$ cat src/rtl/seg7_pkg.sv
// Shared scan states, segment encodings and the hex-to-segment decode table.
// Pure constants and a lookup function; no timing or flow control involved.
package seg7_pkg;

    typedef enum logic [1:0] {
        IDLE  = 2'd0,
        BLANK = 2'd1,
        SHOW  = 2'd2
    } scan_state_e;

    localparam logic [6:0] SEG_OFF = 7'h7F;

    // Active-low {g,f,e,d,c,b,a}; entry 0 is the rightmost element.
    localparam logic [15:0][6:0] HEX_SEG = {
        7'h0E, 7'h06, 7'h21, 7'h46, 7'h03, 7'h08, 7'h10, 7'h00,
        7'h78, 7'h02, 7'h12, 7'h19, 7'h30, 7'h24, 7'h79, 7'h40
    };

    function automatic logic [6:0] hex2seg(input logic [3:0] nib);
        return HEX_SEG[nib];
    endfunction

endpackage

$ cat src/rtl/seg7_scan_ctrl_if.sv
// Host-side request/data bundle and the display pin bundle of the scan controller.
// The host holds update_req until it sees update_ack; the pins carry no handshake.
interface seg7_scan_ctrl_if #(
    parameter int DIGITS = 8
);
    logic                  en;
    logic [4*DIGITS-1:0]   data;
    logic [DIGITS-1:0]     dp_in;
    logic [DIGITS-1:0]     dig_mask;
    logic                  update_req;
    logic                  update_ack;
    logic [DIGITS-1:0]     an;
    logic [6:0]            seg;
    logic                  dp;
    logic                  frame_done;

    modport master (
        output en, data, dp_in, dig_mask, update_req,
        input  update_ack, an, seg, dp, frame_done
    );

    modport slave (
        input  en, data, dp_in, dig_mask, update_req,
        output update_ack, an, seg, dp, frame_done
    );

endinterface

$ cat src/rtl/seg7_scan_ctrl_tick_gen.sv
// Slot prescaler: counts enabled cycles 0..PRESCALE-1 and strobes wrap_o on the last one.
// Count visible in the current cycle; held at zero while en_i is low, no backpressure.
module tick_gen #(
    parameter int PRESCALE = 100_000,
    parameter int CW       = $clog2(PRESCALE)
) (
    input  logic          clk,
    input  logic          rst,
    input  logic          en_i,
    output logic [CW-1:0] cnt_o,
    output logic          wrap_o
);

    localparam logic [CW-1:0] LAST = CW'(PRESCALE - 1);

    logic [CW-1:0] cnt_q;
    logic [CW-1:0] cnt_d;

    assign wrap_o = en_i && (cnt_q == LAST);
    assign cnt_o  = cnt_q;

    always_comb begin
        cnt_d = cnt_q + CW'(1);
        if (!en_i || wrap_o) begin
            cnt_d = '0;
        end
    end

    always_ff @(posedge clk or posedge rst) begin
        if (rst) begin
            cnt_q <= '0;
        end else begin
            cnt_q <= cnt_d;
        end
    end

endmodule

$ cat src/rtl/seg7_scan_ctrl.sv
// Multiplexed common-anode 7-segment scanner with per-slot blanking, digit mask and frame-synchronous shadow load.
// Pins registered one cycle after slot state; update_ack is same-cycle, loads only on frame wrap or while idle.
module seg7_scan_ctrl
    import seg7_pkg::*;
#(
    parameter int DIGITS       = 8,
    parameter int PRESCALE     = 100_000,
    parameter int BLANK_CYCLES = 2_000
) (
    input  logic                   clk,
    input  logic                   rst,
    seg7_scan_ctrl_if.slave        bus
);

    localparam int CW = $clog2(PRESCALE);
    localparam int IW = (DIGITS > 2) ? $clog2(DIGITS) : 1;

    localparam logic [IW-1:0] IDX_LAST  = IW'(DIGITS - 1);
    localparam logic [CW-1:0] BLANK_END = CW'(BLANK_CYCLES);

    logic [CW-1:0]        cnt;
    logic                 slot_wrap;
    logic                 frame_wrap;
    logic                 load;
    scan_state_e          scan_state;

    logic [IW-1:0]        idx_q,      idx_d;
    logic [4*DIGITS-1:0]  sh_data_q;
    logic [DIGITS-1:0]    sh_dp_q;
    logic [DIGITS-1:0]    sh_mask_q;
    logic [DIGITS-1:0]    an_q,       an_d;
    logic [6:0]           seg_q,      seg_d;
    logic                 dp_q,       dp_d;
    logic [3:0]           nib;

    tick_gen #(
        .PRESCALE (PRESCALE),
        .CW       (CW)
    ) u_tick (
        .clk    (clk),
        .rst    (rst),
        .en_i   (bus.en),
        .cnt_o  (cnt),
        .wrap_o (slot_wrap)
    );

    always_comb begin
        scan_state = SHOW;
        if (!bus.en) begin
            scan_state = IDLE;
        end else if (cnt < BLANK_END) begin
            scan_state = BLANK;
        end
    end

    // slot_wrap already implies en, so a disable on the wrap cycle suppresses the frame end.
    assign frame_wrap = slot_wrap && (idx_q == IDX_LAST);
    assign load       = bus.update_req && ((scan_state == IDLE) || frame_wrap);

    assign bus.update_ack = load && !rst;
    assign bus.frame_done = frame_wrap && !rst;

    always_comb begin
        idx_d = idx_q;
        if (scan_state == IDLE || frame_wrap) begin
            idx_d = '0;
        end else if (slot_wrap) begin
            idx_d = idx_q + IW'(1);
        end
    end

    always_comb begin
        an_d  = '1;
        seg_d = SEG_OFF;
        dp_d  = 1'b1;
        nib   = sh_data_q[4*int'(idx_q) +: 4];
        // A masked digit still owns its slot so the refresh rate is independent of the mask.
        if (scan_state == SHOW && sh_mask_q[idx_q]) begin
            an_d[idx_q] = 1'b0;
            seg_d       = hex2seg(nib);
            dp_d        = ~sh_dp_q[idx_q];
        end
    end

    always_ff @(posedge clk or posedge rst) begin
        if (rst) begin
            idx_q     <= '0;
            sh_data_q <= '0;
            sh_dp_q   <= '0;
            sh_mask_q <= '0;
            an_q      <= '1;
            seg_q     <= SEG_OFF;
            dp_q      <= 1'b1;
        end else begin
            idx_q <= idx_d;
            an_q  <= an_d;
            seg_q <= seg_d;
            dp_q  <= dp_d;
            if (load) begin
                sh_data_q <= bus.data;
                sh_dp_q   <= bus.dp_in;
                sh_mask_q <= bus.dig_mask;
            end
        end
    end

    assign bus.an  = an_q;
    assign bus.seg = seg_q;
    assign bus.dp  = dp_q;

endmodule

$ cat src/flat_wrapper.sv
// flat-port wrapper written by rule: the top's interface ports become plain ports
module seg7_scan_ctrl_flat import seg7_pkg::*;
#(
    parameter int DIGITS       = 8,
    parameter int PRESCALE     = 100_000,
    parameter int BLANK_CYCLES = 2_000
)
  (clk, rst, bus_en, bus_data, bus_dp_in, bus_dig_mask, bus_update_req, bus_update_ack, bus_an, bus_seg, bus_dp, bus_frame_done);
  seg7_scan_ctrl_if #(.DIGITS(DIGITS)) bus_i ();
  input  logic clk;
  input  logic rst;
  input wire logic [$bits(bus_i.en)-1:0] bus_en;
  input wire logic [$bits(bus_i.data)-1:0] bus_data;
  input wire logic [$bits(bus_i.dp_in)-1:0] bus_dp_in;
  input wire logic [$bits(bus_i.dig_mask)-1:0] bus_dig_mask;
  input wire logic [$bits(bus_i.update_req)-1:0] bus_update_req;
  output wire logic [$bits(bus_i.update_ack)-1:0] bus_update_ack;
  output wire logic [$bits(bus_i.an)-1:0] bus_an;
  output wire logic [$bits(bus_i.seg)-1:0] bus_seg;
  output wire logic [$bits(bus_i.dp)-1:0] bus_dp;
  output wire logic [$bits(bus_i.frame_done)-1:0] bus_frame_done;
  assign bus_i.en = bus_en;
  assign bus_i.data = bus_data;
  assign bus_i.dp_in = bus_dp_in;
  assign bus_i.dig_mask = bus_dig_mask;
  assign bus_i.update_req = bus_update_req;
  assign bus_update_ack = bus_i.update_ack;
  assign bus_an = bus_i.an;
  assign bus_seg = bus_i.seg;
  assign bus_dp = bus_i.dp;
  assign bus_frame_done = bus_i.frame_done;
  seg7_scan_ctrl #(.DIGITS(DIGITS), .PRESCALE(PRESCALE), .BLANK_CYCLES(BLANK_CYCLES)) u_core (.clk(clk), .rst(rst), .bus(bus_i));
endmodule
$ cat config.mk
export PLATFORM = sky130hd
export DESIGN_NAME = seg7_scan_ctrl_flat
export DESIGN_NICKNAME = d
export VERILOG_FILES = /design/src/rtl/seg7_pkg.sv /design/src/rtl/seg7_scan_ctrl_if.sv /design/src/rtl/seg7_scan_ctrl_tick_gen.sv /design/src/rtl/seg7_scan_ctrl.sv /design/src/flat_wrapper.sv
export SDC_FILE = /design/constraint.sdc
export NUM_CORES = 1
export LEC_CHECK = 0
export CORE_UTILIZATION = 57
export DETAILED_ROUTE_END_ITERATION = 16
export PLACE_DENSITY = 0.9
export SYNTH_ARGS = -nofsm -noshare
export SYNTH_HDL_FRONTEND = slang
export SYNTH_HIERARCHICAL = 1
export SYNTH_SLANG_ARGS = --single-unit
$ cat constraint.sdc
create_clock -name clk -period 6.65 [get_ports clk]
set_input_delay 1.6625 -clock clk [delete_from_list [all_inputs] [get_ports clk]]
set_output_delay 1.6625 -clock clk [all_outputs]
set_load 0.005 [all_outputs]
==> out/metrics.yaml <==
r2r-end: "u_core/sh_data_q[12]$_DFFE_PP0P_"
r2r_cells: 9
crit_buf_inv: 3
fp.dieW_um: 87.1
synth_edf_count: 0
seq_area_frac_synth_pct: 51.4
holdPathEnd: "u_core/sh_data_q[6]$_DFFE_PP0P_"
cellPowerDensity_mw_per_mm2: 224
die_h_um: 87.1
cts_root_buffer: "clkbuf_8"
tns_ns: 0
slew_violations: 0
rsz0062_at_grt: "no"
placedCellCount: 480
clkSlewWorstSetupHoldPaths_ns: 0.08
startpoint_type: "input port"
ys_top_cells_by_area: "dfrtp_1 41%, mux2_2 14%, dfstp_2 10%"
max_cap_viol_count: 0
total_leakage_power_nw: 2.03
syn_nets: 387
layout.nets: 456
min_period_over_period_pct: 84.3
cp.arrival_ns: 3.94
dr.pass1.iters: 4
fin_worst_skew_ns: 0.0104
outcome: "finished, final reports clean"
diodes: 0
final_area_sq_mm: 0.00509
regToRegSetupSlack_ns: 3.88
postCtsResizedCells: 0
yosys.area.top_type_share_pct: 41.2
syn_area_sq_mm: 0.00413
cts_made_buffers: 9
crit_slowest_cell: "clkdlybuf4s50_1"
io_buffers: 69
clk_latency_ns: 0.36
initial_core_util_pct: 59.7
yosys.cell_types.count: 53
dp.final_hpwl_um: 5670
netSwitchingFraction_pct: 24.7
worstHoldStart: "u_core/sh_data_q[6]$_DFFE_PP0P_"
async_flop_share_pct: 100
grt_pass1_wl_um: 13400
end_kind: "primary output"
tightestPinTransition_ns: 0.918
antenna_found_initial: 0
syn_inst: 326
synth_warnings: 6
fillers: 459
ant_nets: 0
final_cells: 496
rows: 30
hold_buffers: 0
critPathRequiredTime_ns: 4.99
synth_top_cell_by_area: "dfrtp_1"
mostFrequentLayoutCells: "69 x clkdlybuf4s50_1, 68 x dfrtp_1, 51 x mux2_2"
p_switching_mw: 0.281
irDropWorstVdd_v: 0.000137
die_area_sq_mm: 0.00758
max_freq_ghz: 0.178
grt_use_total_pct: 23.6
cts.htree.levels: 3
slowest_delay_ns: 0.68
pwr-share-seq_pct: 50.8
cpLargestDelayFamily: "buffers and inverters"
post-cts-setup-buffer-count: 0
crit_path_max_fanout: 7
period_minus_slack_ns: 5.60
critical_path.cell_chain: "clkdlybuf4s50_1 > inv_1 > nor3_1 > nand2_1 > nand2_1 > nand2_2 > nor2_1 > clkdlybuf4s50_1"
hold_viol_final: 0
slew_headroom_pct: 38.8
placement.cell_area_sq_mm: 0.00487
p_int_mw: 0.860
ys.flop_type: "dfrtp_1"
grt_start_max_net_pins: 68
ios: 70
critical_path_class: "input port to primary output"
clkSinkCount: 84
path_depth: 8
grt_pass1_vias: 2797
avgSynthCellArea_sq_um: 12.7
cts_tree: "built"
gp_congestion: 0.892
hp-class: "flip-flop to flip-flop"
wl_um: 8120
overflow: 0
r2r_start: "u_core/u_tick/cnt_o[0]$_DFF_PP0_"
ys_ff_latch: 84
hold_depth: 1
num_vias: 2816
initialDrtViolationCount: 193
wl_per_cell_um: 16.4
layout_commonest_cell: "clkdlybuf4s50_1"
via_per_inst: 5.68
clockPowerShare_pct: 35.2
core_sq_mm: 0.00691
p_comb_share_pct: 14.1
drive_above_1_share_pct: 28.7
setup_viol: 0
cts_buffer_depth: 2
synthToLayoutAreaGrowth_pct: 23.4
drc: 0
## through the flow
stage | hold WS [ns] | power (mW) | util, % | setup WS, ns
final | 0.508 | 1.14 | 73.7 | 1.05
after global routing | 0.524 | 1.19 | 73.7 | 0.920
after CTS | 0.510 | 1.15 | 73.7 | 1.09
after detailed placement | 0.487 | 0.748 | 70.5 | 1.10
after global placement | 0.480 | 0.736 | 70.5 | 1.19
after floorplan | 0.463 | 0.689 | - | 2.02
## Yosys cell counts, drive strengths merged, types with 3 or more instances
cell type	instances
dfstp	16
and4	3
nand4	12
nor4	4
nand2	17
ha	9
buf	9
o211ai	4
o21ai	6
mux2i	9
dfrtp	68
xnor2	8
inv	9
mux4	7
clkbuf	6
mux2	52
nand3	18
nor2b	3
and2	3
xor2	7
nor2	29
## worst max path at each step
stage                     startpoint        endpoint  slack (ns)
after floorplan               bus_en  bus_update_ack        2.02
after global placement        bus_en  bus_update_ack        1.19
after detailed placement      bus_en  bus_update_ack        1.10
after CTS                     bus_en  bus_update_ack        1.09
after global routing          bus_en  bus_update_ack        0.92
final                         bus_en  bus_update_ack        1.05
## cells by family after synthesis
kind of cell,Yosys count,synth area share (%)
buffers and inverters,24,3.24
adder cells (fa/ha/maj),9,2.73
AO/OA/AOI/OAI,26,5.85
multiplexers,68,20.3
AND/OR/NAND/NOR,100,13.3
XOR/XNOR,15,3.18
flip-flops,84,51.4
## cell type report
type	instances	area (sq um)	share of cell area, %
timing repair buffer	73	721	14.2
tap	96	120	2.36
clock inverter	7	97.6	1.92
multi-input combinational	218	1870	36.8
sequential	84	2120	41.7
inverter	9	33.8	0.664
clock buffer	9	124	2.43
## power groups by stage
stage / clock [mW] / combinational (mW) / sequential, mW
after floorplan: 0 / 0.109 / 0.580
after global placement: 0 / 0.152 / 0.584
after detailed placement: 0 / 0.160 / 0.588
after CTS: 0.408 / 0.162 / 0.579
after global routing: 0.430 / 0.176 / 0.584
final: 0.402 / 0.160 / 0.579
## registers in the layout, indices dropped and copies added, names as in the netlist
register,count
u_core/bus.seg,7
u_core/idx_q,3
u_core/sh_dp_q,8
u_core/bus.an,8
u_core/u_tick/cnt_o,17
u_core/sh_mask_q,8
u_core/bus.dp,1
u_core/sh_data_q,32
## metal layers
layer / share of wire, % / GRT usage [%] / vias to the layer above
met2: 50 / 37.7 / 90
met5: 0 / 0 / -
li1: - / - / 1320
met3: 5.8 / 6.92 / 12
met1: 43 / 31.5 / 1394
met4: 1.5 / 7.12 / 0
(Power assumes the default switching activity.)
